$ cat src/rtl/loudness_pkg.sv
// rtl/loudness_pkg.sv - shared types and constants for the loudness frame controller
// Purpose: FSM state encoding, default geometry, accumulator width helper and
// the pipeline flush length used by the controller.
// Ports: none (package).
package loudness_pkg;

  typedef enum logic [1:0] {
    IDLE   = 2'd0,
    ACCUM  = 2'd1,
    DRAIN  = 2'd2,
    REPORT = 2'd3
  } state_e;

  localparam int DEF_W     = 16;
  localparam int DEF_NBINS = 1024;

  // Cycles spent in DRAIN after the eop edge before the result is registered.
  localparam logic [1:0] DRAIN_CYCLES = 2'd2;

  // Two squared W-bit terms summed over NBINS bins can never exceed this width.
  function automatic int acc_width(input int w, input int nbins);
    return 2 * w + $clog2(nbins);
  endfunction

endpackage

$ cat src/rtl/fft_bin_power.sv
// rtl/fft_bin_power.sv - two-stage squared-magnitude accumulator
// Purpose: stage 1 registers re^2 and im^2, stage 2 adds their sum into acc.
// Ports:
//   clk, reset (async active-low)
//   clear     - zero the accumulator; wins over a pending stage-2 add
//   in_valid  - current beat belongs to the band and must be accumulated
//   re_in/im_in - signed FFT bin components
//   acc       - running band power
module fft_bin_power #(
  parameter int W     = 16,
  parameter int ACC_W = 42
) (
  input  logic                clk,
  input  logic                reset,
  input  logic                clear,
  input  logic                in_valid,
  input  logic signed [W-1:0] re_in,
  input  logic signed [W-1:0] im_in,
  output logic [ACC_W-1:0]    acc
);

  logic signed [2*W-1:0] sq_re_q, sq_im_q;
  logic                  v1_q;
  logic [ACC_W-1:0]      acc_q;
  logic [2*W:0]          pwr_sum;

  // Squares are never negative, so the sum is safely treated as unsigned.
  assign pwr_sum = {1'b0, sq_re_q} + {1'b0, sq_im_q};
  assign acc     = acc_q;

  always_ff @(posedge clk or negedge reset) begin
    if (!reset) begin
      sq_re_q <= '0;
      sq_im_q <= '0;
      v1_q    <= 1'b0;
      acc_q   <= '0;
    end else begin
      sq_re_q <= re_in * re_in;
      sq_im_q <= im_in * im_in;
      v1_q    <= in_valid;
      // A clear drops whatever stage 1 still holds from the previous frame.
      if (clear)
        acc_q <= '0;
      else if (v1_q)
        acc_q <= acc_q + ACC_W'(pwr_sum);
    end
  end

endmodule

$ cat src/rtl/loudness_frame_ctrl.sv
// rtl/loudness_frame_ctrl.sv - frame controller gating an FFT bin band into a power accumulator
// Purpose: tracks sop/eop framing, feeds in-band bins to fft_bin_power, reports
// one loudness value per frame over valid/ready and maintains a hysteretic flag.
// Ports:
//   clk, reset (async active-low), enable (sampled on sop beats)
//   cfg_bin_lo/hi, cfg_thresh_on/off - band and hysteresis configuration
//   fft_valid/sop/eop, fft_real/imag - streamed FFT bins, no backpressure
//   loudness, loud_valid, loud_ready - per-frame result handshake
//   is_loud, frame_err, busy, overrun_cnt - status
module loudness_frame_ctrl
  import loudness_pkg::*;
#(
  parameter int W     = DEF_W,
  parameter int NBINS = DEF_NBINS,
  parameter int BIN_W = $clog2(NBINS),
  parameter int ACC_W = acc_width(W, NBINS)
) (
  input  logic                clk,
  input  logic                reset,
  input  logic                enable,
  input  logic [BIN_W-1:0]    cfg_bin_lo,
  input  logic [BIN_W-1:0]    cfg_bin_hi,
  input  logic [ACC_W-1:0]    cfg_thresh_on,
  input  logic [ACC_W-1:0]    cfg_thresh_off,
  input  logic                fft_valid,
  input  logic                fft_sop,
  input  logic                fft_eop,
  input  logic signed [W-1:0] fft_real,
  input  logic signed [W-1:0] fft_imag,
  output logic [ACC_W-1:0]    loudness,
  output logic                loud_valid,
  input  logic                loud_ready,
  output logic                is_loud,
  output logic                frame_err,
  output logic                busy,
  output logic [7:0]          overrun_cnt
);

  // idx carries one extra bit so a beat past the last bin is distinguishable.
  localparam logic [BIN_W:0] IDX_ONE  = (BIN_W + 1)'(1);
  localparam logic [BIN_W:0] LAST_IDX = (BIN_W + 1)'(NBINS - 1);
  localparam logic [BIN_W:0] PAST_END = (BIN_W + 1)'(NBINS);

  state_e           state_q;
  logic [BIN_W-1:0] lo_q, hi_q;
  logic [BIN_W:0]   idx_q;
  logic [1:0]       drain_q;
  logic [ACC_W-1:0] loudness_q;
  logic             loud_valid_q, is_loud_q, frame_err_q;
  logic [7:0]       overrun_q;
  logic [ACC_W-1:0] acc;

  logic             beat_sop;
  logic             start_d;
  logic [BIN_W:0]   beat_idx_d, band_lo_d, band_hi_d;
  logic             in_band_d;

  assign beat_sop = fft_valid & fft_sop;

  // The opening beat uses the live config, since the latch happens on that edge.
  always_comb begin
    start_d    = beat_sop & (((state_q == IDLE) & enable) | (state_q == ACCUM));
    beat_idx_d = start_d ? '0 : idx_q;
    band_lo_d  = {1'b0, start_d ? cfg_bin_lo : lo_q};
    band_hi_d  = {1'b0, start_d ? cfg_bin_hi : hi_q};
    in_band_d  = fft_valid & (start_d | (state_q == ACCUM)) &
                 (beat_idx_d >= band_lo_d) & (beat_idx_d <= band_hi_d);
  end

  fft_bin_power #(.W(W), .ACC_W(ACC_W)) u_power (
    .clk      (clk),
    .reset    (reset),
    .clear    (start_d),
    .in_valid (in_band_d),
    .re_in    (fft_real),
    .im_in    (fft_imag),
    .acc      (acc)
  );

  always_ff @(posedge clk or negedge reset) begin
    if (!reset) begin
      state_q      <= IDLE;
      lo_q         <= '0;
      hi_q         <= '0;
      idx_q        <= '0;
      drain_q      <= '0;
      loudness_q   <= '0;
      loud_valid_q <= 1'b0;
      is_loud_q    <= 1'b0;
      frame_err_q  <= 1'b0;
      overrun_q    <= '0;
    end else begin
      frame_err_q <= 1'b0;
      case (state_q)
        IDLE: begin
          if (start_d) begin
            lo_q  <= cfg_bin_lo;
            hi_q  <= cfg_bin_hi;
            idx_q <= IDX_ONE;
            // sop and eop together is a one-beat frame: always short.
            if (fft_eop) frame_err_q <= 1'b1;
            else         state_q     <= ACCUM;
          end
        end
        ACCUM: begin
          if (fft_valid) begin
            if (fft_sop) begin
              frame_err_q <= 1'b1;
              lo_q        <= cfg_bin_lo;
              hi_q        <= cfg_bin_hi;
              idx_q       <= IDX_ONE;
              if (fft_eop) state_q <= IDLE;
            end else if (idx_q == PAST_END) begin
              frame_err_q <= 1'b1;
              state_q     <= IDLE;
            end else if (fft_eop) begin
              if (idx_q == LAST_IDX) begin
                state_q <= DRAIN;
                drain_q <= '0;
              end else begin
                frame_err_q <= 1'b1;
                state_q     <= IDLE;
              end
            end else begin
              idx_q <= idx_q + IDX_ONE;
            end
          end
        end
        DRAIN: begin
          if (beat_sop && overrun_q != 8'hFF) overrun_q <= overrun_q + 8'd1;
          if (drain_q == DRAIN_CYCLES) begin
            state_q      <= REPORT;
            loudness_q   <= acc;
            loud_valid_q <= 1'b1;
            if (!is_loud_q && acc >= cfg_thresh_on)
              is_loud_q <= 1'b1;
            else if (is_loud_q && acc < cfg_thresh_off)
              is_loud_q <= 1'b0;
          end else begin
            drain_q <= drain_q + 2'd1;
          end
        end
        REPORT: begin
          if (beat_sop && overrun_q != 8'hFF) overrun_q <= overrun_q + 8'd1;
          if (loud_ready) begin
            state_q      <= IDLE;
            loud_valid_q <= 1'b0;
          end
        end
        default: state_q <= IDLE;
      endcase
    end
  end

  assign loudness    = loudness_q;
  assign loud_valid  = loud_valid_q;
  assign is_loud     = is_loud_q;
  assign frame_err   = frame_err_q;
  assign overrun_cnt = overrun_q;
  assign busy        = (state_q != IDLE);

endmodule

$ cat config.mk
export PLATFORM = sky130hd
export DESIGN_NAME = loudness_frame_ctrl
export DESIGN_NICKNAME = d
export VERILOG_FILES = /design/src/rtl/loudness_pkg.sv /design/src/rtl/fft_bin_power.sv /design/src/rtl/loudness_frame_ctrl.sv
export SDC_FILE = /design/constraint.sdc
export NUM_CORES = 2
export LEC_CHECK = 0
export BUFFER_PORTS_ARGS = -buffer_cell sky130_fd_sc_hd__buf_2
export CAP_MARGIN = 20
export CORE_UTILIZATION = 29
export CTS_CLUSTER_DIAMETER = 40
export DETAILED_ROUTE_END_ITERATION = 7
export PLACE_DENSITY_LB_ADDON = 0.08
export SYNTH_ARGS = -nofsm -noshare
export SYNTH_HDL_FRONTEND = slang
export SYNTH_SLANG_ARGS = --single-unit
$ cat constraint.sdc
create_clock -name clk -period 3.3 [get_ports clk]
set_input_delay 0.99 -clock clk [delete_from_list [all_inputs] [get_ports clk]]
set_output_delay 0.99 -clock clk [all_outputs]
set_load 0.02 [all_outputs]
==> flow_metrics.py <==
metrics = {
    "critical_path": {
        "crit_type": "primary input to flip-flop",
        "crit_arrival_ns": 6.29,
        "crit_end": "u_power.sq_re_q[25]$_DFF_PN0_",
        "ff2ff_setup_slack_ns": 0.07,
        "cp-startpoint": "fft_real[4]",
        "r2r-start": "u_power.sq_im_q[21]$_DFF_PN0_",
        "crit_chain": "buf_12 -> buf_12 -> buf_8 -> and2_4 -> fa_1 -> inv_2 -> fa_2 -> fa_1 -> inv_1 -> fa_1 -> fa_1 -> inv_1 -> fa_1 -> inv_2 -> ha_4 -> o21ai_1 -> o21ai_2 -> nand4_1 -> a31oi_4 -> buf_6 -> o21a_1 -> o21a_2 -> nand3_2 -> o311ai_4",
        "r2r_end": "u_power.acc[34]$_DFFE_PN0P_",
        "crit_buf_inv": 8,
        "cpMostUsedCell": "fa_1",
        "slowest_stage": "fa_2",
        "end_kind": "flip-flop",
        "path_depth": 24,
        "cp.required_ns": 3.67,
        "critPathLaunchType": "primary input",
        "reg2reg_depth": 10,
        "critPathMaxFanout": 5,
        "path_delay_family": "adder cells",
        "cp_slowest_stage_delay_ns": 0.53,
    },
    "placement": {
        "hpwl_um": 77500,
        "gp_congestion": 0.847,
        "port_buffers": 196,
        "place_area_um2": 37400,
        "dpl_worst_slack_ns": -3.28,
    },
    "run_status": {
        "violations": "negative setup slack",
        "run_status": "finished, violations left",
    },
    "clock_network": {
        "htreeDepth": 4,
        "clock-sinks": 193,
        "cts_buffers": 17,
        "tritoncts": "built",
        "cts_max_path_buffers": 2,
        "clkLatencyLatePin_ns": 0.47,
        "clockRootBuffer": "clkbuf_16",
        "clk_pin_slew_ns": 0.08,
    },
    "timing": {
        "hold_viol_final": 0,
        "setup_viol": 54,
        "worstMarginPinSlew_ns": 0.652,
        "rsz0062_at_grt": "true",
        "period_needed_ns": 5.92,
        "period_share_pct": 179,
        "whs_ns": 0.475,
        "slew_violations": 0,
        "slew-limit-headroom_pct": 56.5,
        "fin_skew_ns": 0.0192,
        "setup_ws_ns": -2.62,
        "max_clock_freq_mhz": 169,
    },
    "floorplan": {
        "fp.dieW_um": 323,
        "initial_utilization_pct": 29.3,
        "core-area_um2": 102000,
        "row_count": 117,
        "io_pins": 197,
        "die_height_um": 323,
        "die-area_um2": 104000,
    },
    "synth": {
        "ys_top_cells_by_area": "fa_1, dfrtp_1, ha_1",
        "synth_area_um2": 29900,
        "synth_fp_nets": 4137,
        "ys_seq_area_share_pct": 16.2,
        "ys_types": 81,
        "synthFlopType": "dfrtp_1",
        "ys_warn_count": 0,
        "synth.most_common_cell": "inv_1",
        "async_reset_ff_share_pct": 100,
        "synthCells": 3175,
        "synth_edf_count": 0,
        "syn_area_per_cell_um2": 9.41,
        "synth_seq_cells": 193,
        "synth.top_cell.area_share_pct": 33.4,
        "yosysTopAreaCell": "fa_1",
        "yosys-top-cells-count": "inv_1, fa_1, ha_1",
    },
    "drt": {
        "drt_iter0_drc": 905,
        "drt-total-wl_um": 88700,
        "antenna_left": 0,
        "drcViolationCount": 0,
        "wl_per_cell_um": 16.7,
        "dr.pass1.iters": 4,
        "dr_total_vias": 23600,
        "via_per_inst": 4.44,
    },
    "grt": {
        "antenna_found_initial": 0,
        "grt_usage_pct": 17.4,
        "grt_pass1_wl_um": 142000,
        "globalRouteOverflowTotal": 0,
        "grt_pass1_vias": 26100,
        "grt_start_max_net_pins": 57,
    },
    "hold_path": {
        "hp-class": "primary input to async pin",
    },
    "final_layout": {
        "fin_util_pct": 40.1,
        "final_nets": 4900,
        "fillers": 10200,
        "syn_to_final_growth_pct": 36.8,
        "fin_area_um2": 40900,
        "drive_gt1_share_pct": 34.5,
    },
    "run": {
        "timing.max_cap.violations": 0,
    },
}
## metal layers
| layer | up-vias | track usage [%] | routed length (um) |
|---|---|---|---|
| li1 | 11400 | - | - |
| met1 | 11800 | 23.2 | 40900 |
| met2 | 300 | 30.7 | 44000 |
| met3 | 57 | 1.38 | 2130 |
| met4 | 0 | 3.70 | 1670 |
| met5 | - | 0 | 0 |
## logic make-up after synthesis
group	share of synthesized area, %
AOI/OAI and AO/OA	8.67
adders and majority gates	46.8
and+or+nand+nor	11.5
xor gates and xnor gates	3.61
buffers and inverters	10.8
DFF	16.2
muxes	2.39
other	0.0251
## worst min path at each step
stage                         from                           to  cells past startpoint
3_3_place_gp   lo_q[1]$_DFFE_PN0P_          lo_q[1]$_DFFE_PN0P_                      2
3_5_place_dp   lo_q[6]$_DFFE_PN0P_          lo_q[6]$_DFFE_PN0P_                      2
5_1_grt                      reset  u_power.acc[38]$_DFFE_PN0P_                      1
4_1_cts                      reset     loudness[39]$_DFFE_PN0P_                      1
2_1_floorplan  hi_q[0]$_DFFE_PN0P_          hi_q[0]$_DFFE_PN0P_                      2
6_report                     reset     loudness[39]$_DFFE_PN0P_                      1
## final cells by class
class                           count  area [um2]  area share [%]
Clock buffer                       17         425            1.04
Timing Repair Buffer              823        6500            15.9
Clock inverter                     15         181           0.444
Sequential cell                   193        4840            11.8
Multi-Input combinational cell   2137       24300            59.5
Inverter                          766        2900            7.11
Tap cell                         1368        1710            4.19
Antenna cell                        1        2.50         0.00612
## worst register-to-register path: cells and delay by family (launching register included)
kind            cells  cell delay (ns)
simple gates        4             1.18
fa+ha+maj           2             0.85
compound gates      3             0.57
flops               1             0.41
buf+inv             1             0.15
## stage by stage
stage / TNS (ns) / cells
after CTS: -112.20 / 5296
after global routing: -118.68 / 5319
after global placement: -145.94 / 5209
after detailed placement: -147.98 / 5209
after floorplan: -110.52 / 3175
final: -110.08 / 5320
## timing repair
| action | in CTS | in global routing |
|---|---|---|
| setup endpoints to repair | 72 | 74 |
| pin swaps | 187 | 199 |
| resized for setup | 317 | 208 |
| cloned | 1 | 0 |
| hold buffers | 0 | 0 |
| buffers inserted | 71 | 33 |
## layout by cell type (no fill, tap or decap), types with 24 or more instances in the layout
cell type / instances
nand2_1: 246
nand2_2: 27
nand4_1: 37
fa_2: 41
nand2b_1: 29
fa_1: 458
dfrtp_1: 187
buf_6: 84
o21ai_0: 47
buf_4: 533
nand3_1: 24
inv_2: 73
a21oi_2: 33
and2_4: 24
nor2_1: 125
xor2_1: 27
mux2_2: 43
a21o_1: 68
a21oi_1: 65
and2_1: 59
xnor2_1: 73
ha_4: 72
inv_1: 684
ha_1: 243
buf_2: 166
## flip-flops by register name (all words and copies together) (netlist names)
register,count
u_power.sq_im_q,31
u_power.acc,42
drain_q,2
idx_q,11
hi_q,10
u_power.sq_re_q,31
frame_err,1
state_q,2
loud_valid,1
loudness,42
overrun_cnt,8
is_loud,1
u_power.v1_q,1
lo_q,10
Power is not shown: default switching activity piles up to over one toggle a cycle in this logic, so the estimate is an artifact.
